### src/rtl/instr_sequencer.sv
// instr_sequencer: fetch/decode/execute state machine with handshake stalls, wait timeout, halt/error flags and retired count
module instr_sequencer #(
  parameter int OPC_W      = 4,
  parameter int WAIT_LIMIT = 255,
  parameter int CNT_W      = 16
) (
  input  logic             clock,
  input  logic             reset_n,
  input  logic             start,
  input  logic [OPC_W-1:0] opcode,
  input  logic             mem_ready,
  input  logic             mul_done,
  output logic [5:0]       state,
  output logic             busy,
  output logic             halted,
  output logic             error,
  output logic [CNT_W-1:0] instr_count
);
  typedef enum logic [5:0] {
    IDLE, FETCH1, FETCH2, FETCH3,
    LDR11, LDR12, LDR13, LDR14,
    LDR21, LDR22, LDR23, LDR24,
    STAC1, STAC2, STAC3, STAC4,
    ADD, ADD2, MUL
  } state_t;
  state_t state_q, state_d;
  logic busy_q, halted_q, halted_d, error_q, error_d;
  logic retire, wait_st, rdy, timeout;
  logic [15:0] wcnt_q, wcnt_d;
  logic [CNT_W-1:0] cnt_q, cnt_d;
  always_comb begin
    state_d  = state_q;
    halted_d = halted_q;
    error_d  = error_q;
    retire   = 1'b0;
    wait_st  = state_q inside {FETCH2, LDR12, LDR22, STAC2, MUL};
    rdy      = (state_q == MUL) ? mul_done : mem_ready;
    timeout  = wait_st && !rdy && (wcnt_q == 16'(WAIT_LIMIT - 1));
    case (state_q)
      IDLE: if (start) begin
        state_d  = FETCH1;
        halted_d = 1'b0;
        error_d  = 1'b0;
      end
      FETCH1: state_d = FETCH2;
      FETCH2: state_d = rdy ? FETCH3 : FETCH2;
      FETCH3: case (opcode)
        OPC_W'(0):  begin state_d = FETCH1; retire = 1'b1; end
        OPC_W'(1):  state_d = LDR11;
        OPC_W'(2):  state_d = LDR21;
        OPC_W'(3):  state_d = STAC1;
        OPC_W'(4):  state_d = ADD;
        OPC_W'(5):  state_d = MUL;
        OPC_W'(15): begin state_d = IDLE; halted_d = 1'b1; retire = 1'b1; end
        default:    begin state_d = IDLE; error_d = 1'b1; end
      endcase
      LDR11: state_d = LDR12;
      LDR12: state_d = rdy ? LDR13 : LDR12;
      LDR13: state_d = LDR14;
      LDR14: begin state_d = FETCH1; retire = 1'b1; end
      LDR21: state_d = LDR22;
      LDR22: state_d = rdy ? LDR23 : LDR22;
      LDR23: state_d = LDR24;
      LDR24: begin state_d = FETCH1; retire = 1'b1; end
      STAC1: state_d = STAC2;
      STAC2: state_d = rdy ? STAC3 : STAC2;
      STAC3: state_d = STAC4;
      STAC4: begin state_d = FETCH1; retire = 1'b1; end
      ADD:   state_d = ADD2;
      ADD2:  begin state_d = FETCH1; retire = 1'b1; end
      MUL:   begin state_d = rdy ? FETCH1 : MUL; retire = rdy; end
      default: state_d = IDLE;
    endcase
    if (timeout) begin
      state_d = IDLE;
      error_d = 1'b1;
    end
    // counter only runs while stalled; any exit or entry leaves it at zero
    wcnt_d = (wait_st && !rdy && !timeout) ? wcnt_q + 16'd1 : 16'd0;
    cnt_d  = (retire && !(&cnt_q)) ? cnt_q + CNT_W'(1) : cnt_q;
  end
  always_ff @(posedge clock or negedge reset_n) begin
    if (!reset_n) begin
      state_q  <= IDLE;
      busy_q   <= 1'b0;
      halted_q <= 1'b0;
      error_q  <= 1'b0;
      wcnt_q   <= '0;
      cnt_q    <= '0;
    end else begin
      state_q  <= state_d;
      busy_q   <= (state_d != IDLE);
      halted_q <= halted_d;
      error_q  <= error_d;
      wcnt_q   <= wcnt_d;
      cnt_q    <= cnt_d;
    end
  end
  assign state       = state_q;
  assign busy        = busy_q;
  assign halted      = halted_q;
  assign error       = error_q;
  assign instr_count = cnt_q;
endmodule

### config.mk
export PLATFORM = sky130hd
export DESIGN_NAME = instr_sequencer
export DESIGN_NICKNAME = d
export VERILOG_FILES = /design/src/rtl/instr_sequencer.sv
export SDC_FILE = /design/constraint.sdc
export NUM_CORES = 1
export LEC_CHECK = 0
export CAP_MARGIN = 25
export CORE_ASPECT_RATIO = 0.8
export CORE_MARGIN = 4
export CORE_UTILIZATION = 48
export CTS_CLUSTER_DIAMETER = 40
export CTS_CLUSTER_SIZE = 28
export DETAILED_ROUTE_END_ITERATION = 12
export PLACE_DENSITY = 0.84
export SLEW_MARGIN = 0
export SYNTH_ARGS = -nofsm -noshare
export SYNTH_HDL_FRONTEND = slang
export SYNTH_SLANG_ARGS = --single-unit
### constraint.sdc
create_clock -name clock -period 1.89 [get_ports clock]
set_input_delay 0.2835 -clock clock [delete_from_list [all_inputs] [get_ports clock]]
set_output_delay 0.2835 -clock clock [all_outputs]
set_load 0.01 [all_outputs]
==> results.json, run 1 <==
{
  "row_count": 21,
  "max-clock-path-buffers": 2,
  "hpwlAfterDp_um": 3960,
  "synth-simple-area-share_pct": 29.8,
  "clock_latency_ps": 280,
  "r2r_cells": 7,
  "status": "finished with violations",
  "cts.sinks": 41,
  "cap_violations": 0,
  "area.growth.synth_to_final_pct": 39.6,
  "tightest_slew_ps": 603,
  "initial_utilization_pct": 51.2,
  "cp_slowest_cell": "dfrtp_1",
  "finalSetupViolCount": 1,
  "clk_root_buffer_cell": "clkbuf_8",
  "place_area_um2": 2870,
  "overflow": 0,
  "grt_start_max_net_pins": 29,
  "crit_cells": 7,
  "synth_top_area_cell": "dfrtp_1",
  "synthAdderAreaFrac_pct": 1.71,
  "endpoint_kind": "flop",
  "synthMuxAreaShare_pct": 2.17,
  "grt_pass1_wl_um": 9150,
  "hold_viol": 0,
  "grt_pass1_vias": 1920,
  "crit_path_end": "instr_count[11]$_DFFE_PN0P_",
  "grt_setup_unrepaired": "true",
  "drt-wirelength-per-cell_um": 15.4,
  "slew_violations": 0,
  "port-buffer-count": 33,
  "fmax_mhz": 528,
  "path_cells": "ha_1 > nand2_1 > nor4_2 > nor2b_4 > a21oi_4 > and3_1 > xor2_1",
  "synth_compound_area_share_pct": 8.50,
  "drc": 0,
  "drive_above_1_share_pct": 24.7,
  "grt_util_all_layers_pct": 20.4,
  "hold_class": "primary input to asynchronous set/reset pin",
  "first_pass_iters": 4,
  "finClkSkew_ps": 6.08,
  "die_h_um": 68.4,
  "io_pins": 34,
  "tritoncts": "done",
  "p_per_area_nw_per_um2": 521,
  "clk_pin_slew_ps": 80,
  "drt_iter0_markers": 122,
  "h-tree-depth": 2,
  "synthesis.area_um2": 2190,
  "critPathKind": "flop to flop",
  "ir_drop_mv": 0.412,
  "r2r_slack_ps": -5,
  "cp_data_arrival_time_ps": 2060,
  "critPathTopFamily": "simple AND/OR/NAND/NOR gates",
  "ys_seq_area_share_pct": 46.8,
  "hold_buffers": 0,
  "yosysMostFrequentCell": "dfrtp_1",
  "antenna_found_initial": 0,
  "async_flop_share_pct": 100,
  "synth-xor-area-share_pct": 9.59,
  "core-area_um2": 4280,
  "postSynthRegisterBits": 41,
  "synth_fp_nets": 237,
  "die_w_um": 83.6,
  "antennaDiodeCount": 0,
  "synthCells": 225,
  "cpPeakStageDelay_ps": 410,
  "period_minus_slack_ps": 1900,
  "ant_nets": 0,
  "synthDistinctLibCells": 48,
  "cts_buffers": 5,
  "finalHoldWorstSlack_ps": 1.97,
  "synth_common_cells": "41 x dfrtp_1, 34 x nor2_1, 24 x nand2_1, 16 x nand3_1, 13 x xor2_1",
  "yosys_warnings": 0,
  "p_leak_nw": 1.28,
  "period_share_pct": 100,
  "wl_um": 5580,
  "critical_path.max_fanout": 5,
  "dr_total_vias": 1983,
  "gp_congestion": 0.905,
  "synth_top_family_by_area": "simple AND/OR/NAND/NOR gates",
  "vias_per_cell": 5.49,
  "die_area_um2": 5720,
  "yosys_most_used_dff": "dfrtp_1",
  "violations": "setup timing",
  "nets": 316,
  "synth_edf_count": 0,
  "post-route-cell-area_um2": 3060,
  "crit_start": "instr_count[1]$_DFFE_PN0P_",
  "r2r_start": "instr_count[1]$_DFFE_PN0P_",
  "r2r-end": "instr_count[11]$_DFFE_PN0P_",
  "syn_avg_cell_area_um2": 9.74,
  "slew_headroom_pct": 59.8,
  "synth_top_cells_by_area": "dfrtp_1 47%, nor2_1 5.8%, xor2_1 5.2%, xnor2_1 4.4%, nand2_1 4.1%",
  "crit_buf_inv": 0,
  "yosysTopAreaCellShare_pct": 46.8,
  "setup_slack_ps": -5.33,
  "crit_path_start_kind": "flop",
  "cp.required_ps": 2060,
  "fill_cells": 312
}
==> layout make-up <==
cell class / instances / area [µm²] / share of cell area [%]
inverter: 1 / 3.75 / 0.123
sequential: 41 / 1030 / 33.6
clock buffer: 7 / 86.3 / 2.82
tap: 57 / 71.3 / 2.33
multi-input combinational: 180 / 1230 / 40.1
timing repair buffer: 75 / 641 / 20.9
==> per-layer routing <==
layer  global-route usage, %  vias to the layer above  share of wire [%]
li1                        -                      952                  -
met1                    27.8                      951                 45
met2                    33.2                       68                 46
met3                    4.81                       12                6.3
met4                    5.42                        0                2.0
met5                       0                        -                  0
==> cell families after synthesis <==
logic type	count (synthesis)
adders and majority gates	3
DFF	41
other	1
AOI/OAI and AO/OA	25
buffers and inverters	5
and+or+nand+nor	122
muxes	4
xor gates and xnor gates	24
==> cell usage in the layout (no fill, tap or decap), types with 2 or more instances in the layout <==
cell type / instances
buf_4: 42
dfrtp_1: 38
nor2_1: 32
clkdlybuf4s50_1: 32
nand2_1: 24
nand3_1: 16
xor2_1: 13
xnor2_1: 11
nand4_1: 7
and3_1: 6
a21oi_1: 6
clkbuf_8: 6
o21ai_0: 5
or3_1: 4
nor3_2: 4
nor4b_2: 3
nand2b_1: 3
ha_1: 3
dfrtp_2: 3
nor2_2: 2
nor2b_1: 2
and2_1: 2
a32oi_1: 2
and4_1: 2
a21o_1: 2
a21oi_4: 2
mux2_4: 2
nor3_1: 2
==> where the power goes <==
group / switching (W) / internal (W) / leakage [nW]
registers: 0.00000907 / 0.000885 / 0.539
logic: 0.0000667 / 0.0000671 / 0.701
clock network: 0.000275 / 0.000290 / 0.0443
==> flip-flops by register name, indices dropped and copies added (netlist names) <==
| register | count |
|---|---|
| error | 1 |
| busy | 1 |
| instr_count | 16 |
| halted | 1 |
| wcnt_q | 16 |
| state | 6 |
==> through the flow <==
step | TNS [ps] | util, % | setup WS [ps] | total power [W] | std cells
global placement | -1370 | 67.0 | -144 | 0.00104 | 351
detailed placement | -2430 | 67.0 | -202 | 0.00104 | 351
finish | -5.33 | 71.5 | -5.33 | 0.00159 | 361
floorplan | -161 | - | -125 | 0.000948 | 225
CTS | 0 | 69.8 | 1.68 | 0.00160 | 360
global route | -241 | 71.5 | -59.3 | 0.00167 | 361
==> repair_timing <==
| item | in CTS | in global routing |
|---|---|---|
| gates resized for setup | 6 | 14 |
| setup endpoints to repair | 10 | 23 |
| gates cloned | 1 | 0 |
| pin swaps | 2 | 3 |
| buffers inserted | 1 | 1 |
==> how the worst min path moves through the flow <==
stage	endpoint	slack, ps	cells past startpoint
2_1_floorplan	busy$_DFF_PN0_	-10	0
3_3_place_gp	wcnt_q[15]$_DFF_PN0_	330	1
3_5_place_dp	wcnt_q[15]$_DFF_PN0_	330	1
4_1_cts	wcnt_q[15]$_DFF_PN0_	20	1
5_1_grt	wcnt_q[5]$_DFF_PN0_	40	1
6_report	wcnt_q[5]$_DFF_PN0_	2	1
Note: power is estimated with default switching activity, not from simulation.
==> inputs of run 2 (changes only) <==
--- a/config.mk
+++ b/config.mk
@@ -9,7 +9,7 @@
 export CORE_ASPECT_RATIO = 0.8
 export CORE_MARGIN = 4
 export CORE_UTILIZATION = 48
-export CTS_CLUSTER_DIAMETER = 40
+export CTS_CLUSTER_DIAMETER = 60
 export CTS_CLUSTER_SIZE = 28
 export DETAILED_ROUTE_END_ITERATION = 12
 export PLACE_DENSITY = 0.84
==> results of run 2 <==
Final layout, timing and power as in run 1 (identical DEF).
==> inputs of run 3 (changes only) <==
--- a/config.mk
+++ b/config.mk
@@ -17,3 +17,4 @@
 export SYNTH_ARGS = -nofsm -noshare
 export SYNTH_HDL_FRONTEND = slang
 export SYNTH_SLANG_ARGS = --single-unit
+export TNS_END_PERCENT = 20
==> run 3 against run 2 <==
Compared with the run above: the flow still finishes with violations (setup timing); via count is 2.2% higher; cell count is 0.55% higher; global-route usage is 0.65 points higher; worst setup slack worse by 50 ps; core utilization is 1.4 points higher; clock skew hardly changed; largest cell class unchanged; largest power group unchanged.
==> results.json, run 3 (synthesis gave the netlist of run 1 again) <==
{
  "r2r_cells": 6,
  "row_count": 21,
  "violations": "setup timing",
  "cap_violations": 0,
  "final_common_cell": "buf_4",
  "final_cell_count_no_fill": 363,
  "slew_violations": 0,
  "post-route-cell-area_um2": 3120,
  "first_pass_iters": 4,
  "dpl.cell_count": 353,
  "ir_drop_mv": 0.353,
  "clock_latency_ps": 290,
  "die_w_um": 83.6,
  "crit_path_start_kind": "flop",
  "grt_pass1_vias": 2014,
  "nets": 317,
  "antenna_found_initial": 0,
  "place_area_um2": 2890,
  "ant_nets": 0,
  "hold_viol": 0,
  "switchingPower_w": 0.000382,
  "cts_buffers": 5,
  "antennaDiodeCount": 0,
  "clk_root_buffer_cell": "clkbuf_8",
  "hold_class": "primary input to asynchronous set/reset pin",
  "final_core_util_pct": 72.9,
  "drc": 0,
  "core-area_um2": 4280,
  "finClkSkew_ps": 6.38,
  "cp.required_ps": 2060,
  "io_pins": 34,
  "critical_path.max_fanout": 6,
  "cts.sinks": 41,
  "max-clock-path-buffers": 2,
  "dr_total_vias": 2026,
  "preCtsSetupSlack_ps": -195,
  "period_minus_slack_ps": 1950,
  "wl_um": 5760,
  "area.growth.synth_to_final_pct": 42.4,
  "fmax_mhz": 514,
  "p_leak_nw": 1.31,
  "crit_cells": 6,
  "pwr-share-comb_pct": 7.2,
  "die_h_um": 68.4,
  "tritoncts": "done",
  "clk_pin_slew_ps": 80,
  "hpwlAfterDp_um": 4080,
  "initial_utilization_pct": 51.2,
  "drt-wirelength-per-cell_um": 15.9,
  "power_frac_clock_pct": 44.6,
  "gp_congestion": 0.969,
  "drt_iter0_markers": 137,
  "pwr-share-seq_pct": 48.1,
  "critPathTopFamily": "simple AND/OR/NAND/NOR gates",
  "period_share_pct": 103,
  "p_per_area_nw_per_um2": 596,
  "fin_total_pwr_w": 0.00186,
  "r2r_slack_ps": -60,
  "grt_util_all_layers_pct": 21.0,
  "cp_data_arrival_time_ps": 2110,
  "drive_above_1_share_pct": 24.2,
  "internal-power_w": 0.00148,
  "grt_setup_unrepaired": "true",
  "critPathKind": "flop to flop",
  "port-buffer-count": 33,
  "final_cell_mix": "42 x buf_4, 38 x dfrtp_1, 33 x nor2_1, 32 x clkdlybuf4s50_1, 24 x nand2_1",
  "overflow": 0,
  "setup_slack_ps": -55.3,
  "r2r-end": "instr_count[14]$_DFFE_PN0P_",
  "finalSetupViolCount": 1,
  "cts_setup_buffers": 0,
  "h-tree-depth": 2,
  "crit_buf_inv": 0,
  "die_area_um2": 5720,
  "grt_pass1_wl_um": 9500,
  "cp_slowest_cell": "dfrtp_2",
  "r2r_start": "state[1]$_DFF_PN0_",
  "vias_per_cell": 5.58,
  "crit_start": "state[1]$_DFF_PN0_",
  "endpoint_kind": "flop",
  "cpPeakStageDelay_ps": 480,
  "grt_start_max_net_pins": 17,
  "status": "finished with violations",
  "path_cells": "nor4b_4 > a21oi_4 > a2bb2oi_2 > and2_4 > and4bb_1 > mux2_1",
  "p_sw_share_pct": 20.5
}
[run 3: worst reg2reg max path, cell delays in order, from the launching register on]
cell and delay (ps):
dfrtp_2 480, nor4b_4 370, a21oi_4 70, a2bb2oi_2 150, and2_4 160, and4bb_1 270
mux2_1 330
[run 3: final cells by class]
type	count	area, µm²
tap	57	71.3
timing repair buffer	76	651
multi-input combinational	180	1230
fill	306	1160
inverter	1	3.75
clock buffer	5	68.8
clock inverter	3	65.1
sequential	41	1030
[run 3: metal layers]
| layer | global-route usage, % | vias up | share of wire [%] |
|---|---|---|---|
| met1 | 27.9 | 980 | 44 |
| met2 | 34.6 | 74 | 49 |
| li1 | - | 962 | - |
| met4 | 6.02 | 0 | 1.4 |
| met3 | 5.54 | 10 | 6.0 |
| met5 | 0 | - | 0 |
[run 3: stage by stage]
step | hold WS (ps) | TNS (ps)
final | 425 | -55.3
after global routing | 443 | -628
after CTS | 429 | -5.93
after detailed placement | 211 | -2760
after global placement | 206 | -1090
after floorplan | -12.1 | -168
[run 3: repair_timing]
item	4_1_cts	5_1_grt
endpoints found under the setup margin	33	21
gates resized for setup	6	13
pin swaps	1	1
gates cloned	1	0
hold buffers	1	0
hold endpoints to repair	14	0
[run 3: worst max path at each step]
stage / end / slack (ps)
after floorplan: instr_count[14]$_DFFE_PN0P_ / -130
after global placement: instr_count[1]$_DFFE_PN0P_ / -150
after detailed placement: instr_count[1]$_DFFE_PN0P_ / -190
after CTS: instr_count[14]$_DFFE_PN0P_ / -6
after global routing: instr_count[14]$_DFFE_PN0P_ / -140
final: instr_count[14]$_DFFE_PN0P_ / -60
[run 3: power by group through the flow]
stage | Combinational, W | Clock [W] | Sequential, W
3_5_place_dp | 0.000132 | 0 | 0.000911
3_3_place_gp | 0.000128 | 0 | 0.000910
2_1_floorplan | 0.0000354 | 0 | 0.000913
5_1_grt | 0.000149 | 0.000886 | 0.000896
6_report | 0.000135 | 0.000830 | 0.000895
4_1_cts | 0.000135 | 0.000839 | 0.000894
